<file path="src/rtl/pll_reset_sequencer_pkg.sv">
// Shared state encoding and sizing helpers for the PLL reset sequencer.
package pll_reset_sequencer_pkg;

   localparam int STATE_W = 2;

   typedef enum logic [STATE_W-1:0] {
      ST_WAIT_LOCK = 2'd0,
      ST_STABLE    = 2'd1,
      ST_HOLD      = 2'd2,
      ST_RUN       = 2'd3
   } state_t;

   // Counter width able to hold max(a,b)-1, never narrower than one bit.
   function automatic int cnt_width(input int a, input int b);
      int m;
      m = (a > b) ? a : b;
      return (m <= 2) ? 1 : $clog2(m);
   endfunction

endpackage

</file>
<file path="src/rtl/pll_reset_sequencer_sync.sv">
// Generic single-bit two-flop synchroniser for asynchronous inputs.
module sync_2ff (
   input  logic clock,
   input  logic reset_n,
   input  logic d,
   output logic q
);

   logic meta;

   always_ff @(posedge clock or negedge reset_n) begin
      if (!reset_n) begin
         meta <= 1'b0;
         q    <= 1'b0;
      end else begin
         meta <= d;
         q    <= meta;
      end
   end

endmodule

</file>
<file path="src/rtl/pll_reset_sequencer.sv">
// Qualifies PLL lock, sequences the system reset and tracks sticky lock-loss status.
module pll_reset_sequencer
   import pll_reset_sequencer_pkg::*;
#(
   parameter int LOCK_STABLE_CYCLES = 1024,
   parameter int RESET_HOLD_CYCLES  = 16,
   parameter int LOSS_CNT_W         = 8
) (
   input  logic                  clock,
   input  logic                  reset_n,
   input  logic                  pll_lock,
   input  logic                  soft_reset,
   input  logic                  clear_status,
   output logic                  sys_reset,
   output logic                  ready,
   output logic [STATE_W-1:0]    state,
   output logic                  lock_lost,
   output logic [LOSS_CNT_W-1:0] loss_count
);

   localparam int CNT_W = cnt_width(LOCK_STABLE_CYCLES, RESET_HOLD_CYCLES);
   localparam logic [CNT_W-1:0] STABLE_LAST = CNT_W'(LOCK_STABLE_CYCLES - 1);
   localparam logic [CNT_W-1:0] HOLD_LAST   = CNT_W'(RESET_HOLD_CYCLES - 1);

   logic                  lock_s;
   state_t                state_q, state_d;
   logic [CNT_W-1:0]      cnt_q, cnt_d;
   logic                  sys_reset_q, sys_reset_d;
   logic                  ready_q, ready_d;
   logic                  lock_lost_q, lock_lost_d;
   logic [LOSS_CNT_W-1:0] loss_count_q, loss_count_d;
   logic                  run_loss;

   sync_2ff u_lock_sync (
      .clock   (clock),
      .reset_n (reset_n),
      .d       (pll_lock),
      .q       (lock_s)
   );

   always_ff @(posedge clock or negedge reset_n) begin
      if (!reset_n) begin
         state_q      <= ST_WAIT_LOCK;
         cnt_q        <= '0;
         sys_reset_q  <= 1'b1;
         ready_q      <= 1'b0;
         lock_lost_q  <= 1'b0;
         loss_count_q <= '0;
      end else begin
         state_q      <= state_d;
         cnt_q        <= cnt_d;
         sys_reset_q  <= sys_reset_d;
         ready_q      <= ready_d;
         lock_lost_q  <= lock_lost_d;
         loss_count_q <= loss_count_d;
      end
   end

   always_comb begin
      state_d      = state_q;
      cnt_d        = cnt_q;
      sys_reset_d  = sys_reset_q;
      ready_d      = ready_q;
      lock_lost_d  = lock_lost_q;
      loss_count_d = loss_count_q;
      run_loss     = 1'b0;

      if (clear_status) begin
         lock_lost_d  = 1'b0;
         loss_count_d = '0;
      end

      unique case (state_q)
         ST_WAIT_LOCK: begin
            cnt_d = '0;
            if (lock_s) state_d = ST_STABLE;
         end
         ST_STABLE: begin
            if (!lock_s) begin
               state_d = ST_WAIT_LOCK;
               cnt_d   = '0;
            end else if (cnt_q == STABLE_LAST) begin
               state_d = ST_HOLD;
               cnt_d   = '0;
            end else begin
               cnt_d = cnt_q + CNT_W'(1);
            end
         end
         ST_HOLD: begin
            if (!lock_s) begin
               state_d = ST_WAIT_LOCK;
               cnt_d   = '0;
            end else if (soft_reset) begin
               cnt_d = '0;
            end else if (cnt_q == HOLD_LAST) begin
               state_d     = ST_RUN;
               cnt_d       = '0;
               sys_reset_d = 1'b0;
               ready_d     = 1'b1;
            end else begin
               cnt_d = cnt_q + CNT_W'(1);
            end
         end
         ST_RUN: begin
            if (!lock_s) begin
               state_d     = ST_WAIT_LOCK;
               cnt_d       = '0;
               sys_reset_d = 1'b1;
               ready_d     = 1'b0;
               run_loss    = 1'b1;
            end else if (soft_reset) begin
               state_d     = ST_HOLD;
               cnt_d       = '0;
               sys_reset_d = 1'b1;
               ready_d     = 1'b0;
            end
         end
         default: begin
            state_d     = ST_WAIT_LOCK;
            cnt_d       = '0;
            sys_reset_d = 1'b1;
            ready_d     = 1'b0;
         end
      endcase

      // A loss on the same edge as clear_status counts from the cleared value.
      if (run_loss) begin
         lock_lost_d = 1'b1;
         if (loss_count_d != '1) loss_count_d = loss_count_d + LOSS_CNT_W'(1);
      end
   end

   assign sys_reset  = sys_reset_q;
   assign ready      = ready_q;
   assign state      = state_q;
   assign lock_lost  = lock_lost_q;
   assign loss_count = loss_count_q;

endmodule

</file>
<file path="config.mk">
export PLATFORM = sky130hd
export DESIGN_NAME = pll_reset_sequencer
export DESIGN_NICKNAME = d
export VERILOG_FILES = /design/src/rtl/pll_reset_sequencer_pkg.sv /design/src/rtl/pll_reset_sequencer_sync.sv /design/src/rtl/pll_reset_sequencer.sv
export SDC_FILE = /design/constraint.sdc
export NUM_CORES = 1
export LEC_CHECK = 0
export BUFFER_PORTS_ARGS = -buffer_cell sky130_fd_sc_hd__buf_2
export CAP_MARGIN = 10
export CORE_ASPECT_RATIO = 0.6
export CORE_MARGIN = 2
export CORE_UTILIZATION = 56
export DETAILED_ROUTE_END_ITERATION = 10
export GPL_ROUTABILITY_DRIVEN = 1
export PLACE_DENSITY = 0.89
export SYNTH_ARGS = -nofsm -noshare
export SYNTH_HDL_FRONTEND = slang
export SYNTH_HIERARCHICAL = 1
export SYNTH_SLANG_ARGS = --single-unit
</file>
<file path="constraint.sdc">
create_clock -name clock -period 2.38 [get_ports clock]
set_clock_uncertainty 0.1 [all_clocks]
set_input_delay 0.238 -clock clock [delete_from_list [all_inputs] [get_ports clock]]
set_output_delay 0.238 -clock clock [all_outputs]
set_load 0.01 [all_outputs]
</file>
## After elaboration in Yosys (flattened, before gate mapping)

Cells that the tools add are included.

- Bits in registers: 25
- Latch bits: 0
- Bits in writable memories: 0
- ROM bits: 0
- Bits of input ports: 5
- Output and inout bits: 13
- Logic and storage cells: 65
- Memories kept: 0

- Add/sub/neg operators: 2
- $mul: 0
- Div/mod/pow operators: 0
- $lt $le $gt $ge: 0
- Equal/unequal tests: 14
- Shifts and indexed selects: 0
- Mux-type cells: 36
- Bitwise logic cells: 0
- Reductions and logical operators: 5

Operator list:

| operator | number |
|---|---|
| 10-bit two-way mux | 7 |
| 10-bit one-hot mux with 4 select lines | 1 |
| 8-bit two-way mux | 3 |
| 2-bit two-way mux | 8 |
| 1-bit two-way mux | 14 |
| 3-bit inequality test, second input constant | 4 |
| 10-bit by 1-bit adder with 10-bit output, second input constant | 1 |
| 10-bit == test, second input constant | 1 |
| 10-bit by 4-bit == test with 1-bit output, second input constant | 1 |
| 5-bit AND reduction | 2 |
| 8-bit by 1-bit adder with 8-bit output, second input constant | 1 |
| 8-bit inequality test, second input constant | 1 |
| 2-bit one-hot mux with 4 select lines | 1 |
| 2-bit == test, second input constant | 2 |
| 2-bit by 1-bit inequality test with 1-bit output, second input constant | 2 |
| 2-bit inequality test, second input constant | 2 |
| 1-bit one-hot mux with 2 select lines | 2 |
| 2-bit nonzero test | 2 |
| 2-bit by 1-bit == test with 1-bit output, second input constant | 1 |
| 2-bit logical NOT | 1 |

## Logic depth before layout (Yosys ltp)

- Depth in word-level cells: 5
- Depth in mapped cells: 7
- Mapped depth without buffers: 7

## Cells and area by module

The synthesis kept the hierarchy.

Modules (own cells, without submodules):

| module | times used | cells an instance | area each (µm²) | sequential area each (µm²) |
|---|---|---|---|---|
| pll_reset_sequencer | 1 | 155 | 1,390.1 | 576.8 |
| sync_2ff | 1 | 2 | 50.0 | 50.0 |

## Worst setup path after synthesis

No wires, ideal clock.

- Path kind: reg2reg
- Start: register cnt_q[6]
- End: register state_q[1], in the netlist state[1]
- Library setup time: 0.122 ns
- Arrival time: 1.857 ns
- Required time: 2.158 ns
- Setup slack: 0.301 ns
- Stages on the path, launching flop included: 6
- Buffers on the path: 0
- Clock period less this slack: 2.079 ns
- Cell sequence: dfrtp_1 > or4_4 > o41a_1 > a211o_1 > a21o_1 > a32o_1

- Longest elaborated chain between the ends: 3
- Elaborated cells between the ends (all ways): 5
- Classes of those cells: eq/ne: 4; reduce/logical: 1

Ends and longest elaborated chain:

| what | RTL line | text |
|---|---|---|
| from (decl) | pll_reset_sequencer.sv:27 | `logic [CNT_W-1:0] cnt_q, cnt_d;` |
| from (signal assigned) | pll_reset_sequencer.sv:51 | `cnt_q <= cnt_d;` |
| 10-bit by 4-bit == test with 1-bit output / 10-bit == test (equally long branches) | pll_reset_sequencer.sv:95, pll_reset_sequencer.sv:82 |  |
| 3-bit inequality test (no line) | - |  |
| 5-bit AND reduction (no line) * | - |  |
| to (signal assigned) | pll_reset_sequencer.sv:50 | `state_q <= state_d;` |
| to (decl) | pll_reset_sequencer.sv:26 | `state_t state_q, state_d;` |

Mark *: on every way between the ends. The rest lies on a longest branch, timed or not.
A chain may end at the register's enable or synchronous reset.

## Worst setup path after layout

Same ends and word-level chain as after synthesis.

==> reports/results.ini <==
[cells_and_area]
mostFrequentLayoutCells=24 x dfrtp_1, 17 x buf_2, 15 x nand2_1
fin_cells=209
layout_commonest_cell=dfrtp_1
fillers=186
final_cell_area_sq_um=1618
fin_nets=190
antennaDiodeCount=0
drive_above_1_share=0.1469
syn_to_final_growth_pct=12.34

[detailed_routing]
dr_total_vias=1256
ant_nets=0
routed_wl_mm=2.973
drt_first_pass_iters=4
avgRoutedWirePerCell_um=14.22
viasPerCell=6.010
drtIter0Drc=85
drc=0

[power_and_ir_drop]
p_leak_nw=0.7567
power.density_nw_per_um2=570.8
ir_drop_mv=0.3553

[synthesis]
synth.top_cell.area_share=0.4170
synthCells=157
synth-edff-count=0
syn_area_per_cell_sq_um=9.173
netlist_area_sq_um=1440
synth_seq_cells=25
synthArstFlopShare=1.000
synthTopCellsByArea=dfrtp_1 42%, ha_1 6.1%, o21ai_0 4.9%
synth_nets=169
ys_seq_area_frac=0.4353
synth_cell_types=43
synth_flop_cell=dfrtp_1
yosysWarningCount=6
synth_top_area_cell=dfrtp_1

[floorplanning]
die_x_um=69.47
io_pins=18
die_y_um=43.28
fp.dieArea_sq_um=3007
rows=14
initial_core_util=0.5831
coreArea_sq_um=2470

[timing]
finalCritPeriodShare=0.9266
hold_viol_final=0
finalMaxSlewViolations=0
tightest_slew_ns=0.5576
max_clock_freq_mhz=453.4
period_needed_ns=2.205
rsz0062_at_grt=false
max_slew_margin=0.6283
setup-violations-final=0
setup_tns_ns=0

[grt]
grt_pass1_wl_mm=5.181
antenna_found_initial=0
overflow=0
grt_max_degree=26
grt_use_total=0.2197
grt_pass1_vias=1175

[placement]
dp.cells=203
gp_congestion=0.8594
place_area_sq_um=1553
hpwl_mm=2.251
portBuffers=17

[clock_tree]
cts_tree=built
cts_sinks=25
path_clk_slew_ns=0.08
cts_resized=0
cts_made_buffers=3
htree_levels=1
clk-insertion-delay-late_ns=0.26
cts_max_path_buffers=2
postCtsSetupBuffers=0
cts_root_buffer=clkbuf_8

[worst_setup_path]
cp.arrival_ns=2.26
critPathLaunchType=flip-flop
path_class=reg2reg
worstPathMaxFanout=5
cp.required_ns=2.43
critPathCaptureType=flip-flop

[run]
cap_violations=0

[outcome]
status=finished, final reports clean

[min_path]
hold_path_class=in2reg

-- layer usage --
metal	vias to the layer above	share of wire	global-route usage
met5	-	0	0
met4	0	0.013	0.03922
met3	7	0.080	0.07363
met2	64	0.46	0.3788
met1	587	0.45	0.2748
li1	598	-	-
-- registers in the layout, summed over array words and instances (netlist names) --
| signal | count |
|---|---|
| state | 2 |
| lock_lost | 1 |
| cnt_q | 10 |
| loss_count | 8 |
| u_lock_sync/q | 1 |
| ready | 1 |
| u_lock_sync/meta | 1 |
| sys_reset | 1 |
-- what timing repair did --
| item | CTS | global route |
|---|---|---|
| hold buffers | 2 | 0 |
| endpoints found under the hold margin | 25 | 0 |
| setup endpoints to repair | 0 | 0 |
-- per-stage QoR --
step	utilization	worst slack (ns)	power (mW)	hold slack [ns]
after detailed placement	0.6287	0.2105	0.6776	0.1608
after global routing	0.6550	0.09010	0.9821	0.1476
after floorplan	-	0.3013	0.6121	-0.1576
final	0.6550	0.1746	0.9235	0.1436
after CTS	0.6550	0.1937	0.9334	0.1363
after global placement	0.6287	0.2658	0.6677	0.1508
-- cell type report --
class | count | area (sq um) | area share
Clock buffer | 4 | 45.04 | 0.02784
Inverter | 10 | 37.54 | 0.02320
Multi-Input combinational cell | 119 | 763.2 | 0.4718
Sequential cell | 25 | 626.9 | 0.3875
Tap cell | 32 | 40.04 | 0.02475
Timing Repair Buffer | 19 | 105.1 | 0.06497
-- cell families after synthesis --
group                      after synthesis  synth area share
AOI/OAI and AO/OA                       40            0.1738
xor gates and xnor gates                 6           0.03649
adders and majority gates                7           0.06081
buffers and inverters                   13           0.03475
DFF                                     25            0.4353
muxes                                    2           0.01477
and+or+nand+nor                         64            0.2441
-- synthesized netlist by cell type, types with 3 or more instances --
master    instances
dfrtp_1          24
nand2_1          15
o21ai_0          14
a21oi_1          10
inv_1            10
nand3_1           8
nor2_1            8
ha_1              7
nor2b_1           7
and3_1            5
nand2b_1          4
xor2_1            4
nand4_1           3
o22ai_1           3
-- critical path, stage by stage, from the launching register on --
cell     delay, ns
dfrtp_1       0.42
or4_4         0.55
o41a_1        0.36
a211o_1       0.25
a21o_1        0.20
a32o_1        0.21
-- final timing paths --
kind | start | end | slack [ns] | depth (start not counted)
min in group asynchronous | reset_n | cnt_q[8] | 0.39 | 2
setup reg to reg | cnt_q[6] | state[1] | 0.17 | 5
hold / removal | clear_status | loss_count[3] | 0.14 | 2
setup / recovery | cnt_q[6] | state[1] | 0.17 | 5
hold reg to reg | u_lock_sync/meta | u_lock_sync/q | 0.27 | 0
max in group asynchronous | reset_n | ready | 1.42 | 2
-- where the power goes --
part / switching, mW / leakage [nW] / internal, mW / total, mW
sequential: 0.0184 / 0.333 / 0.442 / 0.461
clock: 0.127 / 0.0228 / 0.120 / 0.247
combinational: 0.135 / 0.401 / 0.0811 / 0.216
total: 0.281 / 0.757 / 0.643 / 0.923
No activity file was read; power rests on OpenSTA's default activity.
